File: src/rtl/lenet_axil_regif.sv
// ============================================================================
//  Module   : lenet_axil_regif
//  Brief    : AXI4-Lite register front end of the LeNet accelerator. Turns
//             host writes into weight/bias/feature-map word streams, issues
//             the core start pulse and reports done/result back to the host.
//  Revision : 1.0 - initial release
// ============================================================================
`default_nettype none

module lenet_axil_regif #(
    parameter int C_S_AXI_DATA_WIDTH = 32,
    parameter int C_S_AXI_ADDR_WIDTH = 5,
    parameter int N_WEIGHT           = 3220,
    parameter int N_BIAS             = 10,
    parameter int N_FMAP             = 784
) (
    input  logic                            ACLK,
    input  logic                            ARESETN,
    input  logic [C_S_AXI_ADDR_WIDTH-1:0]   s_axi_awaddr,
    input  logic [2:0]                      s_axi_awprot,
    input  logic                            s_axi_awvalid,
    output logic                            s_axi_awready,
    input  logic [C_S_AXI_DATA_WIDTH-1:0]   s_axi_wdata,
    input  logic [C_S_AXI_DATA_WIDTH/8-1:0] s_axi_wstrb,
    input  logic                            s_axi_wvalid,
    output logic                            s_axi_wready,
    output logic [1:0]                      s_axi_bresp,
    output logic                            s_axi_bvalid,
    input  logic                            s_axi_bready,
    input  logic [C_S_AXI_ADDR_WIDTH-1:0]   s_axi_araddr,
    input  logic [2:0]                      s_axi_arprot,
    input  logic                            s_axi_arvalid,
    output logic                            s_axi_arready,
    output logic [C_S_AXI_DATA_WIDTH-1:0]   s_axi_rdata,
    output logic [1:0]                      s_axi_rresp,
    output logic                            s_axi_rvalid,
    input  logic                            s_axi_rready,
    output logic [C_S_AXI_DATA_WIDTH-1:0]   wgt_data,
    output logic                            wgt_valid,
    input  logic                            wgt_ready,
    output logic [C_S_AXI_DATA_WIDTH-1:0]   bias_data,
    output logic                            bias_valid,
    input  logic                            bias_ready,
    output logic [C_S_AXI_DATA_WIDTH-1:0]   fmap_data,
    output logic                            fmap_valid,
    input  logic                            fmap_ready,
    output logic                            core_clr,
    output logic                            core_start,
    input  logic                            core_done,
    input  logic [3:0]                      core_result
);

    typedef enum logic [1:0] {W_IDLE = 2'd0, W_PUSH = 2'd1, W_RESP = 2'd2} wstate_t;
    typedef enum logic       {R_IDLE = 1'b0, R_DATA = 1'b1} rstate_t;

    localparam logic [2:0]  c_A_CTRL   = 3'd0;
    localparam logic [2:0]  c_A_WGT    = 3'd1;
    localparam logic [2:0]  c_A_BIAS   = 3'd2;
    localparam logic [2:0]  c_A_FMAP   = 3'd3;
    localparam logic [2:0]  c_A_LDCNT  = 3'd4;
    localparam logic [2:0]  c_A_DONE   = 3'd5;
    localparam logic [2:0]  c_A_RESULT = 3'd6;
    localparam logic [2:0]  c_A_SOFT   = 3'd7;
    localparam logic [11:0] c_WGT_MAX  = 12'(N_WEIGHT);
    localparam logic [3:0]  c_BIAS_MAX = 4'(N_BIAS);
    localparam logic [9:0]  c_FMAP_MAX = 10'(N_FMAP);
    localparam logic [1:0]  c_OKAY     = 2'b00;
    localparam logic [1:0]  c_SLVERR   = 2'b10;

    wstate_t                         r_wstate;
    rstate_t                         r_rstate;
    logic [2:0]                      r_widx;
    logic [C_S_AXI_DATA_WIDTH-1:0]   r_push_data;
    logic                            r_wgt_valid, r_bias_valid, r_fmap_valid;
    logic                            r_bvalid;
    logic [1:0]                      r_bresp;
    logic                            r_rvalid;
    logic [C_S_AXI_DATA_WIDTH-1:0]   r_rdata;
    logic                            r_run, r_soft;
    logic [11:0]                     r_wgt_cnt;
    logic [3:0]                      r_bias_cnt;
    logic [9:0]                      r_fmap_cnt;
    logic                            r_started, r_done, r_core_start;
    logic [3:0]                      r_result;

    logic                            w_wr_hs, w_is_stream, w_stream_ok, w_push_ready;
    logic                            w_run_fall, w_full;
    logic [2:0]                      w_widx;
    logic [C_S_AXI_DATA_WIDTH-1:0]   w_rd_data;
    logic                            w_unused;

    assign w_unused = &{1'b0, s_axi_awaddr[1:0], s_axi_araddr[1:0], s_axi_awprot,
                        s_axi_arprot, s_axi_wstrb[C_S_AXI_DATA_WIDTH/8-1:1]};

    // Address and data are accepted together, only while the write side is idle.
    assign w_wr_hs       = (r_wstate == W_IDLE) && s_axi_awvalid && s_axi_wvalid;
    assign w_widx        = s_axi_awaddr[4:2];
    assign s_axi_awready = w_wr_hs;
    assign s_axi_wready  = w_wr_hs;
    assign s_axi_arready = (r_rstate == R_IDLE) && s_axi_arvalid;
    assign w_run_fall    = w_wr_hs && (w_widx == c_A_CTRL) && s_axi_wstrb[0]
                           && r_run && !s_axi_wdata[0];
    assign w_full        = (r_wgt_cnt == c_WGT_MAX) && (r_bias_cnt == c_BIAS_MAX)
                           && (r_fmap_cnt == c_FMAP_MAX);

    always_comb begin
        w_is_stream = 1'b0;
        w_stream_ok = 1'b0;
        case (w_widx)
            c_A_WGT:  begin w_is_stream = 1'b1; w_stream_ok = r_run && (r_wgt_cnt  < c_WGT_MAX);  end
            c_A_BIAS: begin w_is_stream = 1'b1; w_stream_ok = r_run && (r_bias_cnt < c_BIAS_MAX); end
            c_A_FMAP: begin w_is_stream = 1'b1; w_stream_ok = r_run && (r_fmap_cnt < c_FMAP_MAX); end
            default:  ;
        endcase
    end

    always_comb begin
        case (r_widx)
            c_A_WGT:  w_push_ready = wgt_ready;
            c_A_BIAS: w_push_ready = bias_ready;
            c_A_FMAP: w_push_ready = fmap_ready;
            default:  w_push_ready = 1'b0;
        endcase
    end

    always_ff @(posedge ACLK or negedge ARESETN) begin
        if (!ARESETN) begin
            r_wstate     <= W_IDLE;
            r_widx       <= 3'd0;
            r_push_data  <= '0;
            r_wgt_valid  <= 1'b0;
            r_bias_valid <= 1'b0;
            r_fmap_valid <= 1'b0;
            r_bvalid     <= 1'b0;
            r_bresp      <= c_OKAY;
            r_run        <= 1'b0;
            r_soft       <= 1'b0;
            r_wgt_cnt    <= 12'd0;
            r_bias_cnt   <= 4'd0;
            r_fmap_cnt   <= 10'd0;
            r_started    <= 1'b0;
            r_done       <= 1'b0;
            r_result     <= 4'd0;
            r_core_start <= 1'b0;
        end else begin
            r_core_start <= 1'b0;
            case (r_wstate)
                W_IDLE: begin
                    if (w_wr_hs) begin
                        r_widx <= w_widx;
                        if (w_is_stream && w_stream_ok) begin
                            r_push_data  <= s_axi_wdata;
                            r_wgt_valid  <= (w_widx == c_A_WGT);
                            r_bias_valid <= (w_widx == c_A_BIAS);
                            r_fmap_valid <= (w_widx == c_A_FMAP);
                            r_wstate     <= W_PUSH;
                        end else begin
                            if (w_widx == c_A_CTRL && s_axi_wstrb[0]) r_run  <= s_axi_wdata[0];
                            if (w_widx == c_A_SOFT && s_axi_wstrb[0]) r_soft <= s_axi_wdata[0];
                            r_bresp  <= w_is_stream ? c_SLVERR : c_OKAY;
                            r_bvalid <= 1'b1;
                            r_wstate <= W_RESP;
                        end
                    end
                end
                W_PUSH: begin
                    if (w_push_ready) begin
                        r_wgt_valid  <= 1'b0;
                        r_bias_valid <= 1'b0;
                        r_fmap_valid <= 1'b0;
                        if (r_widx == c_A_WGT  && r_wgt_cnt  != c_WGT_MAX)  r_wgt_cnt  <= r_wgt_cnt  + 12'd1;
                        if (r_widx == c_A_BIAS && r_bias_cnt != c_BIAS_MAX) r_bias_cnt <= r_bias_cnt + 4'd1;
                        if (r_widx == c_A_FMAP && r_fmap_cnt != c_FMAP_MAX) r_fmap_cnt <= r_fmap_cnt + 10'd1;
                        r_bresp  <= c_OKAY;
                        r_bvalid <= 1'b1;
                        r_wstate <= W_RESP;
                    end
                end
                W_RESP: begin
                    if (s_axi_bready) begin
                        r_bvalid <= 1'b0;
                        r_wstate <= W_IDLE;
                    end
                end
                default: r_wstate <= W_IDLE;
            endcase

            if (r_run && !r_started && w_full && !r_soft && !w_run_fall) begin
                r_core_start <= 1'b1;
                r_started    <= 1'b1;
            end
            if (core_done && r_started) begin
                r_done   <= 1'b1;
                r_result <= core_result;
            end
            // Dropping run keeps weights/bias loaded so only a new image is needed.
            if (w_run_fall) begin
                r_done     <= 1'b0;
                r_started  <= 1'b0;
                r_fmap_cnt <= 10'd0;
            end
            if (r_soft) begin
                r_wgt_cnt  <= 12'd0;
                r_bias_cnt <= 4'd0;
                r_fmap_cnt <= 10'd0;
                r_started  <= 1'b0;
                r_done     <= 1'b0;
                r_result   <= 4'd0;
            end
        end
    end

    always_comb begin
        w_rd_data = '0;
        case (s_axi_araddr[4:2])
            c_A_CTRL:   w_rd_data[0]    = r_run;
            c_A_LDCNT:  w_rd_data[25:0] = {r_fmap_cnt, r_bias_cnt, r_wgt_cnt};
            c_A_DONE:   w_rd_data[0]    = r_done;
            c_A_RESULT: w_rd_data[3:0]  = r_result;
            c_A_SOFT:   w_rd_data[0]    = r_soft;
            default:    ;
        endcase
    end

    always_ff @(posedge ACLK or negedge ARESETN) begin
        if (!ARESETN) begin
            r_rstate <= R_IDLE;
            r_rvalid <= 1'b0;
            r_rdata  <= '0;
        end else begin
            case (r_rstate)
                R_IDLE: begin
                    if (s_axi_arvalid) begin
                        r_rdata  <= w_rd_data;
                        r_rvalid <= 1'b1;
                        r_rstate <= R_DATA;
                    end
                end
                R_DATA: begin
                    if (s_axi_rready) begin
                        r_rvalid <= 1'b0;
                        r_rstate <= R_IDLE;
                    end
                end
                default: r_rstate <= R_IDLE;
            endcase
        end
    end

    assign s_axi_bresp  = r_bresp;
    assign s_axi_bvalid = r_bvalid;
    assign s_axi_rdata  = r_rdata;
    assign s_axi_rresp  = c_OKAY;
    assign s_axi_rvalid = r_rvalid;
    assign wgt_data     = r_push_data;
    assign bias_data    = r_push_data;
    assign fmap_data    = r_push_data;
    assign wgt_valid    = r_wgt_valid;
    assign bias_valid   = r_bias_valid;
    assign fmap_valid   = r_fmap_valid;
    assign core_clr     = r_soft;
    assign core_start   = r_core_start;

endmodule

`default_nettype wire

File: config.mk
export PLATFORM = sky130hd
export DESIGN_NAME = lenet_axil_regif
export DESIGN_NICKNAME = d
export VERILOG_FILES = /design/src/rtl/lenet_axil_regif.sv
export SDC_FILE = /design/constraint.sdc
export NUM_CORES = 1
export LEC_CHECK = 0
export ABC_AREA = 1
export CAP_MARGIN = 20
export CORE_MARGIN = 1
export CORE_UTILIZATION = 35
export DETAILED_ROUTE_END_ITERATION = 7
export PLACE_DENSITY = 0.66
export SLEW_MARGIN = 20
export SYNTH_ARGS = -nofsm -noshare
export SYNTH_HDL_FRONTEND = slang
export SYNTH_SLANG_ARGS = --single-unit
export TNS_END_PERCENT = 1
File: constraint.sdc
create_clock -name ACLK -period 3.18 [get_ports ACLK]
set_input_delay 0.318 -clock ACLK [delete_from_list [all_inputs] [get_ports ACLK]]
set_output_delay 0.318 -clock ACLK [all_outputs]
set_load 0.05 [all_outputs]
==> results of run 1 <==
-- worst min-delay path by stage --
stage                     cells after the start            to  slack, ns
after global routing                          1  bias_data[6]       0.06
after floorplan                               0  bias_data[0]       0.02
after detailed placement                      1  bias_data[6]       0.41
final                                         1  bias_data[6]      0.002
after CTS                                     1  bias_data[6]       0.02
after global placement                        1  bias_data[6]       0.41
-- worst max-delay path: stages (launching register included) --
cell,delay [ns]
dfrtp_1,0.47
nor2_4,0.18
nand2_4,0.12
inv_1,0.13
clkdlybuf4s50_1,0.81
-- cell usage after synthesis (7+ instances only) --
cell | instances | area share
a21oi_1 | 9 | 0.0080
buf_2 | 9 | 0.0080
buf_4 | 74 | 0.099
dfrtp_1 | 105 | 0.47
inv_1 | 50 | 0.033
inv_2 | 7 | 0.0047
nand2_1 | 220 | 0.15
nand3_1 | 32 | 0.029
nand4_1 | 11 | 0.012
nor2_1 | 38 | 0.025
nor3_1 | 14 | 0.012
o21ai_0 | 39 | 0.035
o21ai_1 | 8 | 0.0071
o21ai_2 | 8 | 0.012
xor2_1 | 15 | 0.023
-- layout by cell type (no fill, tap or decap), drive strengths merged, types with 4 or more instances in the layout --
master           n
a21oi            9
buf              8
clkbuf          12
clkdlybuf4s50  184
conb             9
dfrtp          105
ha               6
inv             59
nand2          226
nand3           34
nand3b           5
nand4           12
nor2            42
nor3            14
o21ai           55
o22ai            4
xor2            15
-- through the flow --
stage	util	std cells
6_report	0.4828	1025
5_1_grt	0.4828	1025
4_1_cts	0.4828	1025
3_5_place_dp	0.4644	1009
3_3_place_gp	0.4644	1009
2_1_floorplan	-	697
-- cells by family (layout without fill, tap and decap cells) --
logic type,Yosys count,after routing,share of synthesized area
XOR/XNOR,16,16,0.02495
AND/OR/NAND/NOR,339,339,0.2653
AO/OA/AOI/OAI,72,72,0.07216
flip-flops,105,105,0.4677
other,1,9,0.0006675
adder cells (fa/ha/maj),6,6,0.01336
buffers and inverters,150,267,0.1559
-- power breakdown --
part           internal (mW)  leakage (nW)  total, mW  switching (mW)
registers               1.61          1.40       1.92           0.308
logic                  0.950          1.91       3.06            2.11
clock network          0.573         0.131       1.07           0.499
total                   3.14          3.44       6.05            2.91
-- flip-flops by register name, indices dropped and copies added, names as in the netlist, 2 cells and up --
name,cells
r_fmap_cnt,10
r_wstate,2
bias_data,32
r_result,4
r_wgt_cnt,12
r_bias_cnt,4
s_axi_rdata,26
r_widx,3
-- metal layers --
| layer | vias to the layer above | part of all wire | GRT usage |
|---|---|---|---|
| met5 | - | 0 | 0 |
| met4 | 0 | 0.017 | 0.06228 |
| met3 | 16 | 0.078 | 0.05198 |
| met2 | 160 | 0.48 | 0.3126 |
| met1 | 2205 | 0.43 | 0.2189 |
| li1 | 2345 | - | - |
-- final cells by class --
class	count	area share
Sequential cell	105	0.3528
Multi-Input combinational cell	442	0.2879
Timing Repair Buffer	192	0.2553
Tap cell	211	0.03544
Clock buffer	12	0.03444
Inverter	59	0.03040
Clock inverter	4	0.003696
==> metrics.cfg, run 1 <==
[setup_path]
r2r_slack_ns=1.08
crit_end=s_axi_awready
rr_startpoint=core_clr
critPathMaxFanout=9
cp-startpoint=r_wstate[1]
r2r_end=r_wgt_cnt[4]
cp_data_arrival_time_ns=2.07
end_kind=output pin
r2r_cells=6
crit_type=register to output pin
critical_path_required_ns=2.86
setup.worst_path.start_class=register

[cells_and_area]
seqCellArea_sq_um=2628
stdcell_area_sq_um=7448
final_layout_size_suffix_gt1_frac=0.06634
num-fill-cells=1549
nets=882
n_antenna_cell=0
area_delta_synth_final_pct=32.58
multi_input_comb_area_sq_um=2145

[sta]
hold_violations=0
slew_violations=0
min_period_ns=2.391
finalSetupViolations=0
fin_hold_ws_ns=0.002304
fin_ws_ns=0.7894
fin_crit_sh=0.7518
finClkSkew_ns=0.004483
fin_setup_tns_ns=0
tightest_slew_ns=0.7511
fmax_mhz=418.3
grt_setup_unrepaired=no
slew_headroom=0.4987

[min_path]
worstHoldPathType=input port to async pin

[power]
powerDensity_nw_per_um2=812.3
power_leakage_nw=3.439
vdd_drop_max_mv=0.4319
finalPower_mw=6.051

[placement]
dp_hpwl_mm=11.18
place_ws_ns=0.8650
numPortBuffers=186
gp_congestion=0.8520
place_area_sq_um=7164

[floorplanning]
core_area_sq_um=15430
rows=45
chipWidth_microns=128.7
ios=209
dieArea_sq_um=16560
die_y_microns=128.7
start_util=0.3642

[detailed_routing]
first_pass_iters=4
via_count=4726
first_iter_violations=227
wire_per_inst_microns=14.36
antenna_left=0
route.detailed.drc=0
wirelength_mm=14.72
via_per_inst=4.611

[synth]
syn_inst=689
synth-main-ff-cell=dfrtp_1
yosys.cell_types.count=40
synthArstFlopShare=1.000
avgSynthCellArea_sq_um=8.154
ys_ff_latch=105
yosysWarnings=0
synth-edff-count=0
syn_area_sq_um=5618
seq_area_frac_synth=0.4677

[clock_tree]
clk_pin_slew_ns=0.07
cts_max_level=3
clk_path_buf_depth=2
cts_root_buf=clkbuf_16
cts.sinks=105
cts_repair_resize_count=0
insertion_delay_ns=0.35
cts_buffers=9
cts_tree=yes
post-cts-setup-buffers=0
cts_hold_buf=0

[global_routing]
grt_pass1_vias=4378
overflow=0
grt_max_degree=53
gr-usage-all-layers=0.1822
grt_pass1_wl_mm=23.02
antenna_found_initial=0

[job]
cap_viol_max_count=0

[status]
status=complete, no violations

Power figures use the tool's default switching activity.
==> run 2: changes to the inputs <==
clock period = 2.5 ns   (was 3.18 ns; I/O delays follow)
==> run 2 against run 1 <==
  * Sequential share of layout area shrank 0.46 points
  * Largest cell class unchanged
  * Non-clock buffer count grew 4
  * Routed wire length shrank 0.71%
  * Critical path type unchanged
  * Clock skew grew 0.0046 ns
  * Flip-flop and latch count is the same
==> metrics.cfg, run 2 (synthesis results as in run 1) <==
[cells_and_area]
stdcell_area_sq_um=7547  ; +1.3%
final_layout_size_suffix_gt1_frac=0.07335  ; +0.007011
n_antenna_cell=0  ; unchanged
num-fill-cells=1554  ; +0.32%
final_common_cell=nand2_1
nets=886  ; +0.45%
mostFrequentLayoutCells=nand2_1 (220), clkdlybuf4s50_1 (182), dfrtp_1 (105), inv_1 (50), o21ai_0 (39)
largest_reg_flops=32  ; unchanged
finalNonFillerCells=1029  ; +0.39%
area_delta_synth_final_pct=34.34

[sta]
fin_crit_sh=0.8419
slew_headroom=0.6057  ; +0.1070
hold_violations=0  ; unchanged
finClkSkew_ns=0.009048  ; +0.004566 ns
finalSetupViolations=0  ; unchanged
fin_ws_ns=0.3952  ; -0.3942 ns
fin_hold_ws_ns=0.4359  ; +0.4336 ns
fmax_mhz=475.1
min_period_ns=2.105
tightest_slew_ns=0.5896  ; -0.1615 ns
slew_violations=0  ; unchanged
fin_setup_tns_ns=0  ; unchanged
grt_setup_unrepaired=no

[setup_path]
r2r_slack_ns=0.56  ; -0.52 ns
setup.worst_path.start_class=register
r2r_cells=10  ; +4
cp_slowest_cell=clkdlybuf4s50_1
crit_buf_inv=1  ; -1
critPathTopFamily=buffers and inverters
rr_startpoint=r_wgt_cnt[5]
critical_path_required_ns=2.25  ; -0.61 ns
crit_type=register to output pin
r2r_end=bias_data[0]
path_cells=clkdlybuf4s50_1
critPathMaxFanout=10  ; +1
end_kind=output pin
cp_data_arrival_time_ns=1.85  ; -0.22 ns
max_stage_delay_ns=0.89  ; +0.08 ns

[global_routing]
gr-usage-all-layers=0.1801  ; -0.002168
grt_pass1_vias=4275  ; -2.4%
overflow=0  ; unchanged
grt_pass1_wl_mm=22.79  ; -0.99%
antenna_found_initial=0  ; unchanged
grt_max_degree=45  ; -15%

[clock_tree]
cts_max_level=3  ; unchanged
clk_pin_slew_ns=0.07  ; about the same
cts_tree=yes
cts.sinks=105  ; unchanged
cts_root_buf=clkbuf_16
post-cts-setup-buffers=0  ; unchanged
cts_buffers=9  ; unchanged
clk_path_buf_depth=2  ; unchanged
insertion_delay_ns=0.35  ; about the same

[power]
powerDensity_nw_per_um2=1046  ; +29%
power_leakage_nw=3.501  ; +1.8%
vdd_drop_max_mv=0.5115  ; +18%

[floorplanning]
core_area_sq_um=15430  ; unchanged
ios=209  ; unchanged
rows=45  ; unchanged
dieArea_sq_um=16560  ; unchanged
start_util=0.3642  ; unchanged
die_y_microns=128.7  ; unchanged
chipWidth_microns=128.7  ; unchanged

[detailed_routing]
first_pass_iters=4  ; unchanged
via_per_inst=4.537  ; -1.6%
wirelength_mm=14.62  ; -0.71%
via_count=4669  ; -1.2%
first_iter_violations=199  ; -12%
wire_per_inst_microns=14.21  ; -1.1%
antenna_left=0  ; unchanged
route.detailed.drc=0  ; unchanged

[job]
cap_viol_max_count=0  ; unchanged

[placement]
numPortBuffers=186  ; unchanged
place_area_sq_um=7207  ; +0.59%
place_ws_ns=0.3297  ; -0.5354 ns
gp_congestion=0.8510  ; -0.12%
dp_hpwl_mm=11.05  ; -1.2%
dp.cells=1012  ; +0.30%

[status]
status=complete, no violations

[min_path]
holdPathEnd=bias_data[24]
min_from=s_axi_wdata[24]
worstHoldPathType=input port to register
whs_path_depth=3

run 2: metal layers:
layer,track usage,up-vias,wire length (microns)
li1,-,2351,-
met1,0.2205,2152,6302
met2,0.3030,156,7092
met3,0.05364,10,1084
met4,0.05952,0,141
met5,0,-,0
run 2: how the worst max path moves through the flow:
stage / from / end / slack, ns / cells after the start
final: core_clr / core_clr / 0.40 / 1
after global routing: core_clr / core_clr / 0.33 / 1
after floorplan: r_rstate / s_axi_rdata[10] / 0.86 / 6
after detailed placement: s_axi_awaddr[4] / bias_data[0] / 0.33 / 10
after global placement: s_axi_awaddr[4] / bias_data[0] / 0.35 / 10
after CTS: core_clr / core_clr / 0.36 / 1
run 2: final cells by class:
type                       instances  area, sq um  area share
tap                              211        264.0     0.03498
multi-input combinational        442         2145      0.2842
inverter                          59        226.5     0.03001
timing repair buffer             196         1954      0.2590
clock inverter                     5        77.57     0.01028
clock buffer                      11        252.7     0.03349
sequential                       105         2628      0.3481
run 2: repair_timing:
action,in CTS,in global routing
endpoints found under the hold margin,42,0
hold buffers,1,0
gates resized for setup,0,0
run 2: per-stage QoR:
| stage | power, mW | utilization |
|---|---|---|
| floorplan | 5.421 | - |
| global placement | 6.370 | 0.4672 |
| detailed placement | 6.402 | 0.4672 |
| CTS | 7.985 | 0.4892 |
| global route | 8.307 | 0.4892 |
| finish | 7.898 | 0.4892 |
run 2: power breakdown:
| part | internal, mW | leakage (nW) | switching [mW] | total, mW |
|---|---|---|---|---|
| registers | 2.05 | 1.40 | 0.382 | 2.44 |
| clock network | 0.929 | 0.162 | 0.631 | 1.56 |
| logic | 1.22 | 1.94 | 2.68 | 3.90 |
